--- src/rtl/pwm_seq_pkg.sv ---
// Shared types and defaults for the PWM sequencer.
// The UP/DOWN states exist only when PWM_SEQ_RAMP_EN is defined.
package pwm_seq_pkg;

  localparam int CNT_W_DEF  = 10;
  localparam int PERIOD_DEF = 999;

`ifdef PWM_SEQ_RAMP_EN
  typedef enum logic [1:0] {
    IDLE = 2'd0,
    UP   = 2'd1,
    DOWN = 2'd2
  } seq_state_e;
`else
  typedef enum logic [0:0] {
    IDLE = 1'b0
  } seq_state_e;
`endif

endpackage

--- src/rtl/pwm_seq_if.sv ---
// Control/status bundle between a PWM sequencer and its host.
interface pwm_seq_if
  import pwm_seq_pkg::*;
#(
  parameter int CNT_W = CNT_W_DEF
);
  logic             en;
  logic             duty_we;
  logic [CNT_W-1:0] duty_in;
  logic             pwm;
  logic             period_tick;
  logic             busy;
  logic             done;
  logic [CNT_W-1:0] duty_act;

  modport master (
    output en, duty_we, duty_in,
    input  pwm, period_tick, busy, done, duty_act
  );

  modport slave (
    input  en, duty_we, duty_in,
    output pwm, period_tick, busy, done, duty_act
  );
endinterface

--- src/rtl/pwm_cmp.sv ---
// Registered PWM comparator: output is high the cycle after en && cnt < duty.
module pwm_cmp
  import pwm_seq_pkg::*;
#(
  parameter int CNT_W = CNT_W_DEF
) (
  input  logic             clk,
  input  logic             reset,
  input  logic             en_i,
  input  logic [CNT_W-1:0] cnt_i,
  input  logic [CNT_W-1:0] duty_i,
  output logic             pwm_o
);

  logic pwm_q;
  logic pwm_d;

  assign pwm_d = en_i && (cnt_i < duty_i);

  always_ff @(posedge clk) begin
    if (reset) pwm_q <= 1'b0;
    else       pwm_q <= pwm_d;
  end

  assign pwm_o = pwm_q;

endmodule

--- src/rtl/pwm_sequencer.sv ---
// PWM generator whose duty moves toward a written target once per period.
// Define PWM_SEQ_RAMP_EN to ramp by STEP per period; otherwise the target is applied in one jump.
module pwm_sequencer
  import pwm_seq_pkg::*;
#(
  parameter int CNT_W  = CNT_W_DEF,
  parameter int PERIOD = PERIOD_DEF,
  parameter int STEP   = 1
) (
  input  logic     clk,
  input  logic     reset,
  pwm_seq_if.slave bus
);

  localparam int               EXT_W    = CNT_W + 1;
  localparam logic [EXT_W-1:0] FULL_X   = EXT_W'(PERIOD + 1);
  localparam logic [CNT_W-1:0] PERIOD_C = CNT_W'(PERIOD);

  // A full-scale duty of PERIOD+1 must be representable in CNT_W bits.
  if (STEP < 1 || PERIOD < 1 || PERIOD + 1 >= (1 << CNT_W)) begin : g_bad_cfg
    $error("pwm_sequencer: STEP must be >= 1 and PERIOD+1 must fit in CNT_W bits");
  end

  function automatic logic [CNT_W-1:0] clamp_duty(input logic [CNT_W-1:0] d);
    if ({1'b0, d} > FULL_X) return FULL_X[CNT_W-1:0];
    return d;
  endfunction

  logic [CNT_W-1:0] cnt_q, cnt_d;
  logic [CNT_W-1:0] tgt_q, tgt_d;
  logic [CNT_W-1:0] act_q, act_d;
  logic             busy_q, busy_d;
  logic             done_q, done_d;
  logic             wrap;
  logic             wr;
  logic             pwm;

  assign wrap = bus.en && (cnt_q == PERIOD_C);
  assign wr   = bus.en && bus.duty_we;

  always_comb begin
    cnt_d = cnt_q + CNT_W'(1);
    if (!bus.en || wrap) cnt_d = '0;
  end

  // A write landing on the wrap cycle only reaches tgt_q afterwards, so it is used from the next wrap.
  always_comb begin
    tgt_d = tgt_q;
    if (wr) tgt_d = clamp_duty(bus.duty_in);
  end

`ifdef PWM_SEQ_RAMP_EN
  localparam logic [EXT_W-1:0] STEP_X = EXT_W'(STEP);

  function automatic logic [CNT_W-1:0] ramp_up(input logic [CNT_W-1:0] a,
                                              input logic [CNT_W-1:0] t);
    logic [EXT_W-1:0] s;
    s = {1'b0, a} + STEP_X;
    if (s > {1'b0, t}) return t;
    return s[CNT_W-1:0];
  endfunction

  // The extra top bit is the borrow; a borrow or an undershoot both settle on the target.
  function automatic logic [CNT_W-1:0] ramp_down(input logic [CNT_W-1:0] a,
                                                input logic [CNT_W-1:0] t);
    logic [EXT_W-1:0] s;
    s = {1'b0, a} - STEP_X;
    if (s[CNT_W] || (s < {1'b0, t})) return t;
    return s[CNT_W-1:0];
  endfunction

  function automatic seq_state_e dir_of(input logic [CNT_W-1:0] t,
                                        input logic [CNT_W-1:0] a);
    if (t > a) return UP;
    if (t < a) return DOWN;
    return IDLE;
  endfunction

  seq_state_e state_q, state_d;

  always_ff @(posedge clk) begin
    if (reset) state_q <= IDLE;
    else       state_q <= state_d;
  end

  // State always names the direction still to travel, so IDLE coincides with act == tgt.
  always_comb begin
    state_d = state_q;
    if (wrap || wr) state_d = dir_of(tgt_d, act_d);
  end

  always_comb begin
    act_d = act_q;
    if (wrap) begin
      case (state_q)
        UP:      act_d = ramp_up(act_q, tgt_q);
        DOWN:    act_d = ramp_down(act_q, tgt_q);
        default: act_d = act_q;
      endcase
    end
  end
`else
  always_comb begin
    act_d = act_q;
    if (wrap) act_d = tgt_q;
  end
`endif

  assign busy_d = (tgt_d != act_d);
  assign done_d = busy_q && !busy_d;

  always_ff @(posedge clk) begin
    if (reset) begin
      cnt_q  <= '0;
      tgt_q  <= '0;
      act_q  <= '0;
      busy_q <= 1'b0;
      done_q <= 1'b0;
    end else begin
      cnt_q  <= cnt_d;
      tgt_q  <= tgt_d;
      act_q  <= act_d;
      busy_q <= busy_d;
      done_q <= done_d;
    end
  end

  pwm_cmp #(
    .CNT_W (CNT_W)
  ) u_pwm_cmp (
    .clk    (clk),
    .reset  (reset),
    .en_i   (bus.en),
    .cnt_i  (cnt_q),
    .duty_i (act_q),
    .pwm_o  (pwm)
  );

  assign bus.pwm         = pwm;
  assign bus.period_tick = wrap;
  assign bus.busy        = busy_q;
  assign bus.done        = done_q;
  assign bus.duty_act    = act_q;

endmodule

--- src/flat_wrapper.sv ---
// flat-port wrapper written by rule: the top's interface ports become plain ports
module pwm_sequencer_flat import pwm_seq_pkg::*;
#(
  parameter int CNT_W  = CNT_W_DEF,
  parameter int PERIOD = PERIOD_DEF,
  parameter int STEP   = 1
)
  (clk, reset, bus_en, bus_duty_we, bus_duty_in, bus_pwm, bus_period_tick, bus_busy, bus_done, bus_duty_act);
  pwm_seq_if #(.CNT_W(CNT_W)) bus_i ();
  input  logic clk;
  input  logic reset;
  input wire logic [$bits(bus_i.en)-1:0] bus_en;
  input wire logic [$bits(bus_i.duty_we)-1:0] bus_duty_we;
  input wire logic [$bits(bus_i.duty_in)-1:0] bus_duty_in;
  output wire logic [$bits(bus_i.pwm)-1:0] bus_pwm;
  output wire logic [$bits(bus_i.period_tick)-1:0] bus_period_tick;
  output wire logic [$bits(bus_i.busy)-1:0] bus_busy;
  output wire logic [$bits(bus_i.done)-1:0] bus_done;
  output wire logic [$bits(bus_i.duty_act)-1:0] bus_duty_act;
  assign bus_i.en = bus_en;
  assign bus_i.duty_we = bus_duty_we;
  assign bus_i.duty_in = bus_duty_in;
  assign bus_pwm = bus_i.pwm;
  assign bus_period_tick = bus_i.period_tick;
  assign bus_busy = bus_i.busy;
  assign bus_done = bus_i.done;
  assign bus_duty_act = bus_i.duty_act;
  pwm_sequencer #(.CNT_W(CNT_W), .PERIOD(PERIOD), .STEP(STEP)) u_core (.clk(clk), .reset(reset), .bus(bus_i));
endmodule
--- config.mk ---
export PLATFORM = sky130hd
export DESIGN_NAME = pwm_sequencer_flat
export DESIGN_NICKNAME = d
export VERILOG_FILES = /design/src/rtl/pwm_seq_pkg.sv /design/src/rtl/pwm_seq_if.sv /design/src/rtl/pwm_cmp.sv /design/src/rtl/pwm_sequencer.sv /design/src/flat_wrapper.sv
export SDC_FILE = /design/constraint.sdc
export NUM_CORES = 1
export LEC_CHECK = 0
export ABC_AREA = 1
export CELL_PAD_IN_SITES_DETAIL_PLACEMENT = 1
export CELL_PAD_IN_SITES_GLOBAL_PLACEMENT = 1
export CORE_MARGIN = 5
export CORE_UTILIZATION = 38
export DETAILED_ROUTE_END_ITERATION = 10
export PLACE_DENSITY = 0.85
export SETUP_SLACK_MARGIN = 0.3
export SLEW_MARGIN = 20
export SYNTH_ARGS = -nofsm -noshare
export SYNTH_HDL_FRONTEND = slang
export SYNTH_SLANG_ARGS = --single-unit
--- constraint.sdc ---
create_clock -name clk -period 1.97 [get_ports clk]
set_input_delay 0.2955 -clock clk [delete_from_list [all_inputs] [get_ports clk]]
set_output_delay 0.2955 -clock clk [all_outputs]
set_load 0.1 [all_outputs]
==> results of run 1 <==
worst max path at each step:
stage,endpoint,slack (ns)
after floorplan,u_core.bus.busy,0.25
after global placement,u_core.bus.busy,-0.18
after detailed placement,u_core.bus.busy,-0.27
after CTS,bus_period_tick,0.11
after global routing,u_core.bus.busy,0.03
final,bus_period_tick,0.12
layout make-up:
| class | count | share of cell area |
|---|---|---|
| clock buffers | 7 | 0.0304 |
| multi-input cells | 212 | 0.418 |
| inverters | 47 | 0.0679 |
| well taps | 70 | 0.0309 |
| flip-flops and latches | 33 | 0.240 |
| clock inverters | 1 | 0.0106 |
| repair buffers | 64 | 0.202 |
placed cells by master (no fill, tap or decap), types with 3 or more instances in the layout:
cell type | synthesis | final
nand2_1 | 79 | 70
inv_1 | 44 | 43
buf_4 | 1 | 43
nor2_1 | 38 | 36
a21oi_1 | 20 | 20
dfxtp_2 | 0 | 17
dfxtp_1 | 33 | 16
nand3_1 | 15 | 12
nand4_1 | 12 | 12
clkdlybuf4s50_1 | 0 | 12
ha_1 | 10 | 9
nand2_2 | 4 | 8
nor2_2 | 6 | 6
clkbuf_8 | 0 | 6
nand2_4 | 0 | 5
o21ai_0 | 6 | 5
o21ai_2 | 4 | 5
nand3_2 | 1 | 4
buf_6 | 3 | 4
buf_12 | 0 | 3
state kept, by name (all words and copies together) (netlist names):
register,cells
u_core.bus.duty_act,10
u_core.cnt_q,10
u_core.tgt_q,10
u_core.bus.busy,1
u_core.bus.done,1
u_core.u_pwm_cmp.pwm_o,1
logic make-up after synthesis:
| kind of cell | after synthesis |
|---|---|
| AND/OR/NAND/NOR | 164 |
| adder cells (fa/ha/maj) | 10 |
| AO/OA/AOI/OAI | 38 |
| buffers and inverters | 54 |
| flip-flops | 33 |
what timing repair did:
| action | CTS | global route |
|---|---|---|
| pin swaps | 4 | 11 |
| setup endpoints to repair | 9 | 6 |
| resized for setup | 21 | 21 |
| buffers inserted | 7 | 1 |
power by group:
part / switching [mW] / internal [mW]
combinational: 0.127 / 0.0909
clock: 0.264 / 0.413
sequential: 0.0115 / 0.683
total: 0.403 / 1.19
critical path, delay by kind of cell, from the launching register on:
| kind | cells | cell delay (ns) |
|---|---|---|
| buffers and inverters | 5 | 0.58 |
| and+or+nand+nor | 2 | 0.32 |
| DFF | 1 | 0.38 |
routing by layer:
layer	vias up	routed length, um	share of wire
met5	-	0	0
met4	0	82	0.013
met3	8	191	0.030
met2	29	3490	0.54
met1	1048	2670	0.41
li1	1084	-	-
==> qor_table.md, run 1 <==
| Parameter | Reported |
| --- | --- |
| Status | finished clean |
| Min cycle time layout | 1.85 ns |
| Reg-to-Reg Start | u_core.cnt_q[5] |
| Worst hold slack | 0.486 ns |
| Xor and xnor area share after synthesis | 0 |
| Iteration-0 DRC count of the detailed router | 67 |
| Delay contributed by the slowest stage of the critical path | 0.38 ns |
| Maximum number of pins on one net before global-route repair | 23 |
| Global-route wire length before repair | 10700 um |
| TritonCTS clock tree | built |
| Number of endpoints failing setup at the final stage | 0 |
| Worst Setup Slack post-DPL | -0.267 ns |
| Most repeated library cell on the critical path | buf_12 |
| Sequential cell area fraction in the yosys report | 0.335 |
| Met3 Resource Use GR | 0.0482 |
| Number of vias in the routed layout | 2169 |
| Proportion of synthesized area in mux cells | 0 |
| Cell leakage power | 1.31 nW |
| Area share of fa/ha/maj cells after synthesis | 0.0634 |
| Highest attainable clock frequency | 539 MHz |
| H-tree depth reported by CTS | 2 |
| GRT Overall Usage | 0.210 |
| Post-Synthesis Net Count | 323 |
| Final clock period utilization by the worst path | 0.941 |
| Startpoint of the worst setup timing path | u_core.cnt_q[5] |
| Post-synth ARST share | 0 |
| Peak supply drop | 0.256 mV |
| Placeable Area | 5070 sq um |
| Max Clock Skew | 0.00410 ns |
| Min-delay src | u_core.bus.busy |
| Pwr/cell area | 560 nW/um^2 |
| Placed cell areas | 2520 sq um |
| Cell type with the largest total area after synthesis | dfxtp_1 |
| Class of the worst hold path | register to register |
| Dpl cells | 418 |
| Pin slew with the least headroom to its limit | 0.392 ns |
| Critical path arrival | 1.56 ns |
| DRC violation count after routing | 0 |
| Most common cell in the synthesized netlist | nand2_1 |
| Max capacitance violation total | 0 |
| Area of the multi-input gates | 1190 sq um |
| Total chip power | 1.59 mW |
| Die height | 82.1 um |
| Proportion of layout cells with a drive suffix above 1 | 0.313 |
| PnR worst setup slack | 0.115 ns |
| Cells along the critical path | inv_1 -> nor2_2 -> nand4_4 -> buf_12 -> clkinv_8 -> buf_6 -> buf_12 |
| Setup slack of the most critical reg-to-reg path | 0.14 ns |
| Kind of capture point of the worst setup path | primary output |
| Standard cell with the maximum stage delay on the critical path | dfxtp_2 |
| Depth of the most critical reg-to-reg path | 13 |
| Post-synthesis area per instance | 6.60 sq um |
| ANT nets after route | 0 |
| Floorplan die area | 6730 sq um |
| Area share of and/or/nand/nor cells after synthesis | 0.374 |
| Largest family of logic cells by synthesized area | simple AND/OR/NAND/NOR gates |
| Number of buffers added to fix hold violations after cts | 0 |
| Syn. warnings | 0 |
| Most used standard cells in the synthesized netlist | nand2_1, inv_1, nor2_1 |
| Number of buffers created by CTS | 5 |
| Met1 track utilization from global routing | 0.245 |
| Endpoints failing hold | 0 |
| Synth unique cells | 31 |
| GRT met2 Usage | 0.380 |
| Clock slew at the register clock pins of the worst setup and hold paths | 0.07 ns |
| Relative max-transition margin | 0.737 |
| Count of TritonRoute iterations in the first routing pass | 4 |
| Net count reported at finish | 387 |
| Drt total wl | 6440 um |
| Maximum fanout along the worst path | 4 |
| Post-Synthesis Cells | 299 |
| Count of filler cells inserted in the layout | 661 |
| Buffers from clock root to sink, at most | 2 |
| Seq. cell area | 682 sq um |
| Post-detail-place hpwl | 4760 um |
| Die outline width | 82.1 um |
| Final max-slew violation count | 0 |
| Number of core rows | 26 |
| Most congested layer reported by global routing | met2 |
| Top-level port count | 28 |
| Area Overhead vs Synth | 43.8% |
| Most area-consuming cells after synthesis | dfxtp_1, nand2_1, inv_1, nor2_1, ha_1 |
| Post-synth top area share | 0.335 |
| Area fraction in compound gates after synthesis | 0.110 |
| Setup total negative slack | 0 ns |
| Unrepaired setup endpoints after global routing | true |
| Post-route standard cell area excluding fillers | 2840 sq um |
| Number of global-route vias before repair | 2258 |
| Residual overflow from global routing | 0 |
| CP required | 1.67 ns |
| Number of synthesized register bits | 33 |
| End of the worst register-to-register path | u_core.bus.busy |
| RD Place Congestion | 0.798 |
| Hold Path Stages | 2 |
| Routed len/inst | 14.8 um |
| Final core occ | 0.559 |
| Crit Path Category | register to primary output |
| Ant. Diodes | 0 |
| Number of antenna violations at the first check in global routing | 0 |
| Clock sink count | 33 |
| Final cell count without fillers | 434 |
| Worst-case hold path end point | u_core.bus.done |
| Primary flip-flop cell chosen by synthesis mapping | dfxtp_1 |
| Number of enable-type register cells in the synthesized netlist | 0 |
| Via density per instance | 5.00 |
| Total of buffers placed on input and output ports | 27 |
| Sort of element at the start of the critical path | register |
| Initial cell density of the core | 0.389 |
| Insertion delay to the later sink of the worst-skew pair | 0.29 ns |
| Post-Synthesis Cell Area | 1970 sq um |
| Clock root buffer | clkbuf_8 |
Note: power is estimated with default switching activity, not from simulation.
==> run 2: changes to the inputs <==
--- a/config.mk
+++ b/config.mk
@@ -5,13 +5,12 @@
 export SDC_FILE = /design/constraint.sdc
 export NUM_CORES = 1
 export LEC_CHECK = 0
-export ABC_AREA = 1
 export CELL_PAD_IN_SITES_DETAIL_PLACEMENT = 1
 export CELL_PAD_IN_SITES_GLOBAL_PLACEMENT = 1
 export CORE_MARGIN = 5
-export CORE_UTILIZATION = 38
+export CORE_UTILIZATION = 40
 export DETAILED_ROUTE_END_ITERATION = 10
-export PLACE_DENSITY = 0.85
+export PLACE_DENSITY = 0.84
 export SETUP_SLACK_MARGIN = 0.3
 export SLEW_MARGIN = 20
 export SYNTH_ARGS = -nofsm -noshare
==> run 2 against run 1 <==
The flow now finishes with violations (setup timing). Die area decreased by 6.6%. Setup slack got worse by 0.38 ns. Maximum frequency decreased by 17%. Register-to-register slack got worse by 0.40 ns. Count of clock-buffer cells in the layout unchanged. Global-route usage increased by 0.38 points. Synthesized area decreased by 2.7%. Design area increased by 2.3%. Total power decreased by 4.8%.
==> qor_table.md, run 2 <==
| Parameter | Reported | Delta |
| --- | --- | --- |
| Post-synth top area share | 0.344 | was 0.335 |
| Worst Setup Slack post-DPL | -0.426 ns | was -0.267 ns |
| Most frequent standard cell in the layout excluding fill and tap cells | buf_4 | was nand2_1 |
| Dpl cells | 330 | was 418 |
| Floorplan die area | 6290 sq um | was 6730 sq um |
| Post-Synthesis Cell Area | 1920 sq um | was 1970 sq um |
| Delay contributed by the slowest stage of the critical path | 0.36 ns | was 0.38 ns |
| Endpoints failing hold | 0 | unchanged |
| Max Clock Skew | 0.00657 ns | was 0.00410 ns |
| Final cell count without fillers | 348 | was 434 |
| Class of the worst hold path | register to register | unchanged |
| Buffers from clock root to sink, at most | 2 | unchanged |
| Standard cell with the maximum stage delay on the critical path | dfxtp_2 | unchanged |
| Crit Path Category | register to register | was register to primary output |
| Post-route standard cell area excluding fillers | 2900 sq um | was 2840 sq um |
| ANT nets after route | 0 | unchanged |
| Startpoint of the worst setup timing path | u_core.cnt_q[0] | was u_core.cnt_q[5] |
| Total chip power | 1.51 mW | was 1.59 mW |
| Relative max-transition margin | 0.777 | was 0.737 |
| Count of buffer and inverter cells on the critical path | 2 | was 5 |
| Most used standard cells in the synthesized netlist | dfxtp_1, nand2_1, nor2_1 | was nand2_1, inv_1, nor2_1 |
| CP required | 2.19 ns | was 1.67 ns |
| Number of core rows | 25 | was 26 |
| Number of buffers created by CTS | 5 | unchanged |
| Pwr/cell area | 522 nW/um^2 | was 560 nW/um^2 |
| Final max-slew violation count | 0 | unchanged |
| Number of synthesized register bits | 33 | unchanged |
| Status | finished with violations | was finished clean |
| Maximum fanout along the worst path | 7 | was 4 |
| Unrepaired setup endpoints after global routing | true | unchanged |
| Post-Synthesis Cells | 222 | was 299 |
| Worst hold slack | 0.505 ns | was 0.486 ns |
| Failing checks | setup timing |  |
| Min cycle time layout | 2.23 ns | was 1.85 ns |
| Maximum number of pins on one net before global-route repair | 11 | was 23 |
| Total of buffers placed on input and output ports | 27 | unchanged |
| Most area-consuming cells after synthesis | dfxtp_1, ha_1, nand2_1, xor2_1, nor2_1 | was dfxtp_1, nand2_1, inv_1, nor2_1, ha_1 |
| Post-synthesis area per instance | 8.65 sq um | was 6.60 sq um |
| Kind of capture point of the worst setup path | register | was primary output |
| GRT Overall Usage | 0.214 | was 0.210 |
| Cells along the critical path | ha_4 -> nor3b_4 -> nand4_2 -> buf_6 -> mux2_4 -> xor2_2 -> nand4_1 -> buf_4 -> nor4_4 | was inv_1 -> nor2_2 -> nand4_4 -> buf_12 -> clkinv_8 -> buf_6 -> buf_12 |
| Post-detail-place hpwl | 4340 um | was 4760 um |
| Min-delay src | u_core.bus.duty_act[7] | was u_core.bus.busy |
| Drt total wl | 6960 um | was 6440 um |
| Ant. Diodes | 0 | unchanged |
| Proportion of layout cells with a drive suffix above 1 | 0.442 | was 0.313 |
| Pin slew with the least headroom to its limit | 0.331 ns | was 0.392 ns |
| Commonest cells after routing, fill and taps aside | buf_4, nand2_1, dfxtp_1 | was nand2_1, inv_1, buf_4 |
| Initial cell density of the core | 0.409 | was 0.389 |
| DRC violation count after routing | 0 | unchanged |
| Placed cell areas | 2460 sq um | was 2520 sq um |
| Via density per instance | 5.65 | was 5.00 |
| Clock root buffer | clkbuf_8 | unchanged |
| Die height | 79.3 um | was 82.1 um |
| TritonCTS clock tree | built | unchanged |
| Largest delay share family, worst path | simple AND/OR/NAND/NOR gates | was buffers and inverters |
| Sort of element at the start of the critical path | register | unchanged |
| Top-level port count | 28 | unchanged |
| H-tree depth reported by CTS | 2 | unchanged |
| Number of vias in the routed layout | 1967 | was 2169 |
| Max capacitance violation total | 0 | unchanged |
| Cell leakage power | 1.22 nW | was 1.31 nW |
| Sequential cell area fraction in the yosys report | 0.344 | was 0.335 |
| Insertion delay to the later sink of the worst-skew pair | 0.30 ns | was 0.29 ns |
| Reg-to-Reg Start | u_core.cnt_q[0] | was u_core.cnt_q[5] |
| Routed len/inst | 20.0 um | was 14.8 um |
| Global-route wire length before repair | 10300 um | was 10700 um |
| Post-synth ARST share | 0 | unchanged |
| Final clock period utilization by the worst path | 1.13 | was 0.941 |
| Critical path arrival | 2.45 ns | was 1.56 ns |
| Number of global-route vias before repair | 2066 | was 2258 |
| Number of enable-type register cells in the synthesized netlist | 0 | unchanged |
| PnR worst setup slack | -0.265 ns | was 0.115 ns |
| Synth unique cells | 45 | was 31 |
| Syn. warnings | 0 | unchanged |
| Most common cell in the synthesized netlist | dfxtp_1 | was nand2_1 |
| Primary flip-flop cell chosen by synthesis mapping | dfxtp_1 | unchanged |
| Iteration-0 DRC count of the detailed router | 141 | was 67 |
| Peak supply drop | 0.349 mV | was 0.256 mV |
| Die outline width | 79.3 um | was 82.1 um |
| Placeable Area | 4690 sq um | was 5070 sq um |
| Clock slew at the register clock pins of the worst setup and hold paths | 0.08 ns | was 0.07 ns |
| Net count reported at finish | 317 | was 387 |
| Area Overhead vs Synth | 51.1% | was 43.8% |
| Highest attainable clock frequency | 447 MHz | was 539 MHz |
| RD Place Congestion | 0.881 | was 0.798 |
| Clock sink count | 33 | unchanged |
| Number of endpoints failing setup at the final stage | 3 | was 0 |
| Number of antenna violations at the first check in global routing | 0 | unchanged |
| Count of TritonRoute iterations in the first routing pass | 4 | unchanged |
| Residual overflow from global routing | 0 | unchanged |
| Number of buffers added to fix hold violations after cts | 0 | unchanged |
| Post-Synthesis Net Count | 246 | was 323 |
| Cell type with the largest total area after synthesis | dfxtp_1 | unchanged |
## run 2: cell count changes after synthesis, moves of 6 or more
cell / before / now
and2_1: 0 / 8
inv_1: 44 / 12
nand4_1: 12 / 3
nand3_1: 15 / 7
a21o_1: 0 / 6
nor2_2: 6 / 0
nor2_1: 38 / 20
nand2_1: 79 / 25
a21oi_1: 20 / 14
xor2_1: 0 / 9
## run 2: area by class of cell
type | instances | area (sq um)
Fill cell | 529 | 1790
Multi-Input combinational cell | 168 | 1370
Sequential cell | 33 | 692
Timing Repair Buffer | 73 | 629
Clock buffer | 7 | 96.3
Tap cell | 54 | 67.6
Inverter | 12 | 45.0
Clock inverter | 1 | 5.00
## run 2: per-stage QoR
step | TNS (ns) | utilization
floorplan | -0.120 | -
global placement | -0.658 | 0.524
detailed placement | -0.869 | 0.524
CTS | -0.524 | 0.574
global route | -0.914 | 0.618
finish | -0.678 | 0.618
## run 2: timing repair
item                                    4_1_cts  5_1_grt
endpoints found under the setup margin       20       20
gates resized for setup                      23       38
pin swaps                                    16       10
buffers inserted                              7        2
cloned                                        0        1
## run 2: kinds of logic after synthesis
logic type / Yosys count / share of synthesized area
compound gates: 49 / 0.162
mux: 8 / 0.0436
buf+inv: 22 / 0.0801
simple gates: 86 / 0.241
flops: 33 / 0.344
fa+ha+maj: 10 / 0.0651
xor+xnor: 14 / 0.0638
## run 2: final timing paths
path                            slack, ns                endpoint  depth (start not counted)
worst max-delay path                -0.26         u_core.bus.done                          9
worst min-delay path                 0.51  u_core.bus.duty_act[7]                          2
worst max register to register      -0.26         u_core.bus.done                          9
worst min register to register       0.51  u_core.bus.duty_act[7]                          2
## run 2: power breakdown
group | internal, mW | leakage [nW] | switching (mW)
clock network | 0.316 | 0.0542 | 0.273
registers | 0.674 | 0.276 | 0.0153
logic | 0.107 | 0.888 | 0.129
## run 2: tightest hold or removal path: stages, from the launching register on
cell	delay, ns
dfxtp_4	0.36
nand2_1	0.06
a21oi_1	0.06
## run 2: layer usage
| layer | share of wire | GRT usage |
|---|---|---|
| met1 | 0.41 | 0.240 |
| met2 | 0.53 | 0.389 |
| met3 | 0.036 | 0.0420 |
| met4 | 0.024 | 0.0911 |
| met5 | 0 | 0 |
==> patch 1, RTL diff (config.mk and constraints of run 1) <==
`CNT_W_DEF`: 10 -> 14.
--- a/src/rtl/pwm_seq_pkg.sv
+++ b/src/rtl/pwm_seq_pkg.sv
@@ -4,3 +4,3 @@
 
-  localparam int CNT_W_DEF  = 10;
+  localparam int CNT_W_DEF  = 14;
   localparam int PERIOD_DEF = 999;
Ports: changed (resized bus_duty_act and bus_duty_in); port bits go from 28 to 36. No check against the original RTL was run, so the function may have changed too.
==> patch 1 against run 1 <==
The run now ends with negative setup slack left. Sequential cell count rose by 12. Total power rose by 15%. Area after synthesis rose by 32%. Setup slack got worse by 0.21 ns. Cell count rose by 34%. Core utilization fell by 0.16 points. Global-route usage rose by 2.7 points. Die area rose by 28%. Design area rose by 32%. Critical path depth rose by 6. Routed wire length rose by 56%. Critical endpoint is now u_core.bus.busy.
==> patch 1: results (changes against run 1) <==
stage,metric,value,unit,change
route,met1_length,4060,um,+52%
placement,place_ws,-0.312,ns,-0.0456 ns
route,wl_met3,339,um,+77%
route,viasPerCell,5.20,,+4.1%
placement,place_area,3430,um^2,+36%
route,dr_total_vias,3029,,+40%
pwr,peakVddDrop,0.270,mV,+5.4%
yosys,synth_fp_nets,436,,+35%
timing,relSlewSlack,76.2,%,+2.6 points
status,status,"complete, but fails checks",,
global_routing,grt_usage,23.7,%,+2.7 points
timing,setup_viol,3,,+3
route,wl,10000,um,+56%
global_routing,met3_usage,3.98,%,-0.84 points
yosys,yosysUniqueCellTypes,34,,+9.7%
worst_setup_path,crit_arrival,2.26,ns,+0.70 ns
placement,place_hpwl,6810,um,+43%
status,violations,negative setup slack,,
placement,dp_cells,562,,+34%
timing,setup_slack,-0.0919,ns,-0.207 ns
global_routing,grt_pass1_vias,3301,,+46%
global_routing,grt_max_degree,30,,+30%
route,wl_met2,5310,um,+52%
placement,gp_congestion,0.805,,+0.89%
global_routing,grt_first_pass_wirelength,16200,um,+51%
pwr,p_leak,0.00184,uW,+40%
route,drt_iter0_drc,174,,+160%
yosys,synth_commonest_cells,"nand2_1 (111), nor2_1 (70), inv_1 (55)",,
timing,fin_tns_setup,-0.177,ns,-0.177 ns
finish,layout-drive-gt1-share,30.5,%,-0.84 points
yosys,syn_area_per_cell,6.43,um^2,-2.5%
clocking,clock_latency,0.31,ns,+0.02 ns
placement,io_buffers,35,,+30%
## patch 1: cell types whose count changed after synthesis, moves of 3 or more
cell     before  now
a21oi_1      20   16
dfxtp_1      33   45
ha_1         10   14
inv_1        44   55
inv_2         2    5
nand2_1      79  111
nand3_1      15   26
nor2_1       38   70
nor2_2        6    2
o21ai_2       4    1
or2_2         0    3
## patch 1: where the power goes
group / internal, uW / switching [uW]
clock network: 318 / 355
logic: 101 / 125
registers: 913 / 8.86
## patch 1: what timing repair did
action / in CTS / in global routing
setup buffers: 9 / 2
pin swaps: 15 / 12
resized for setup: 22 / 16
endpoints found under the setup margin: 6 / 13
cloned: 1 / 0
## patch 1: layout make-up
cell class              count  area (um^2)  share of cell area, %
clock buffers               7         96.3                   2.57
clock inverters             1         5.00                  0.134
inverters                  61          245                   6.55
multi-input cells         290         1520                   40.6
flip-flops and latches     45          945                   25.2
well taps                  80          100                   2.67
repair buffers             98          835                   22.3
## patch 1: critical path, stage by stage, from the launching register on
cell       delay [ns]
dfxtp_4          0.37
ha_4             0.14
nand2_2          0.09
nor2_4           0.16
nand3_4          0.12
bufbuf_16        0.29
nand2_1          0.09
o211ai_1         0.11
nand2_1          0.12
nand2_1          0.07
nor2_2           0.12
nand2_2          0.08
nor2_2           0.14
nor2_1           0.06
## patch 1: worst paths after layout
check,startpoint,endpoint,slack (ns),cells after the start
min,u_core.bus.busy,u_core.bus.done,0.52,2
max,u_core.cnt_q[1],u_core.bus.busy,-0.09,13
min reg2reg,u_core.bus.busy,u_core.bus.done,0.52,2
max reg2reg,u_core.cnt_q[1],u_core.bus.busy,-0.09,13
## patch 1: cell families after synthesis
group           after synthesis  share of synthesized area, %
compound gates               32                          7.17
simple gates                243                          40.6
xor+xnor                      1                         0.337
fa+ha+maj                    14                          6.74
buf+inv                      69                          10.5
flops                        45                          34.7
==> patch 2, RTL diff (flow settings as in run 1) <==
Without the edit above. Add a define of `PWM_SEQ_RAMP_EN`.
--- a/src/rtl/pwm_seq_pkg.sv
+++ b/src/rtl/pwm_seq_pkg.sv
@@ -2,2 +2,4 @@
 // The UP/DOWN states exist only when PWM_SEQ_RAMP_EN is defined.
+`define PWM_SEQ_RAMP_EN
+
 package pwm_seq_pkg;
Function: no difference found for any inputs over 10 cycles, from zero or initial values and one cycle with reset high; that may be too few to reach the edited logic, so the function may still have changed.
==> patch 2 against run 1 <==
Area after synthesis up 60%. The flow now finishes with violations (negative setup slack). Worst hold slack improved by 0.028 ns. Design area up 99%. Critical path type is now flip-flop to flip-flop. Total power rose by 31%. Non-clock buffer count rose by 106. Setup slack lost 2.5 ns. Clock skew grew 0.014 ns. Routed wire length increased to 3.6 times the old value. First-iteration DRC count increased to 8.6 times the old value. Synthesized cell count increased by 59%. Sequential cell count up 2. Combinational power grew to 3.5 times the old value. Sequential power grew 5.0%.
==> patch 2: results (changes against run 1) <==
stage,metric,value,unit,change
clocking,clk_path_buf_depth,2,,unchanged
timing,hold_violations,0,,unchanged
yosys,synthArstFlopShare,0,%,unchanged
yosys,yosysWarnings,0,,unchanged
route,wl_met3,2730,um,+1300%
timing,setup_slack,-2.34,ns,-2.46 ns
pwr,intPower,1300,uW,+10%
clocking,clk_pin_slew,0.09,ns,+0.02 ns
route,dr.pass1.iters,8,,+4
route,dr.max_layer_used,met4,,
timing,skew,0.0184,ns,+0.0143 ns
timing,setup_viol,14,,+14
worst_setup_path,crit_path_max_fanout,10,,+6
placement,place_ws,-1.88,ns,-1.61 ns
global_routing,grt_usage,35.1,%,+14 points
pwr,peakVddDrop,0.539,mV,+110%
global_routing,grt_max_degree,24,,+4.3%
timing,whs,0.514,ns,+0.0283 ns
finish,nets,697,,+80%
yosys,synth_commonest_cells,"nand2_1 (102), inv_1 (66), nand3_1 (64)",,
placement,gp_congestion,0.972,,+22%
timing,fin_tns_setup,-21.06,ns,-21.06 ns
status,violations,negative setup slack,,
clocking,h-tree-depth,2,,unchanged
finish,antenna_cells,0,,unchanged
route,drt_iter0_drc,574,,+760%
finish,layout-drive-gt1-share,53.2,%,+22 points
min_path,min_path_type,flip-flop to flip-flop,,
route,viasPerCell,6.37,,+27%
route,wl,23300,um,+260%
route,met1_length,7780,um,+190%
global_routing,grt_first_pass_wirelength,27300,um,+150%
status,status,"complete, but fails checks",,
yosys,syn_inst,474,,+59%
global_routing,antenna_found_initial,0,,unchanged
timing,relSlewSlack,62.9,%,-11 points
yosys,ys_seq_area_share,22.2,%,-11 points
yosys,synthTopCellsByArea,"dfxtp_1 (22%), ha_1 (17%), nand2_1 (12%), nand3_1 (10%), inv_1 (7.8%)",,
yosys,synth_fp_nets,531,,+64%
route,dr_total_vias,4749,,+120%
placement,place_hpwl,10500,um,+120%
yosys,yosysUniqueCellTypes,40,,+29%
pwr,p_leak,0.00266,uW,+100%
route,wl_met2,10300,um,+190%
patch 2: changes by cell type after synthesis, moves of 7 or more:
cell     delta
xor2_1     +12
o21ai_0     +7
inv_1      +22
nand3_1    +49
nand4_1     -8
nand2_1    +23
ha_1       +33
nand2_2     +8
patch 2: area by class of cell:
type / instances / area (um^2)
clock inverter: 1 / 5.00
fill: 946 / 2520
clock buffer: 7 / 86.3
tap: 105 / 131
multi-input combinational: 358 / 2990
inverter: 70 / 270
timing repair buffer: 170 / 1430
sequential: 35 / 741
patch 2: worst paths after layout:
check,cells past startpoint,to,start
setup / recovery,25,u_core.state_q[0],u_core.bus.duty_act[4]
hold / removal,2,u_core.bus.done,u_core.bus.busy
setup reg to reg,25,u_core.state_q[0],u_core.bus.duty_act[4]
hold reg to reg,2,u_core.bus.done,u_core.bus.busy
patch 2: metrics by stage:
step	power (uW)	cell area, um^2
6_report	2080	5650
5_1_grt	2120	5650
4_1_cts	1830	5020
3_5_place_dp	1210	4430
3_3_place_gp	1180	4430
2_1_floorplan	1000	3330
patch 2: power by group through the flow:
stage                     Combinational [uW]  Sequential, uW  Clock [uW]
after global routing                     785             730         605
after global placement                   437             739           0
after CTS                                551             726         557
after floorplan                          248             754           0
final                                    767             730         582
after detailed placement                 471             741           0
patch 2: cell families after synthesis:
kind of cell    count (synthesis)  share of synthesized area, %
compound gates                 50                          9.10
xor+xnor                       13                          3.60
fa+ha+maj                      43                          17.0
buf+inv                        82                          10.6
flops                          35                          22.2
simple gates                  251                          37.6
patch 2: timing repair:
item	in CTS	in global routing
pin swaps	25	56
endpoints found under the setup margin	16	22
setup buffers	18	20
gates cloned	1	1
resized for setup	84	91
patch 2: critical path: stages (launching register included):
cell,delay (ns)
dfxtp_4,0.36
buf_4,0.16
nor2_4,0.13
nand2_1,0.12
nor2_4,0.20
nand2_1,0.12
xor2_1,0.28
inv_1,0.15
ha_4,0.32
and3_1,0.18
nand2_2,0.10
nand2_4,0.15
nand2_8,0.09
nand2_1,0.08
nand3_1,0.21
nand3_2,0.23
nand2_2,0.13
ha_4,0.31
nand2_2,0.07
o21ai_1,0.20
nand2_1,0.14
o2111ai_2,0.11
nand2_2,0.08
inv_2,0.09
nand2_4,0.07
a21oi_4,0.14
patch 2: per-layer routing:
| metal | global-route usage (%) | up-vias |
|---|---|---|
| li1 | - | 1872 |
| met1 | 39.4 | 2199 |
| met2 | 60.0 | 478 |
| met3 | 7.64 | 200 |
| met4 | 22.2 | 0 |
| met5 | 0 | - |
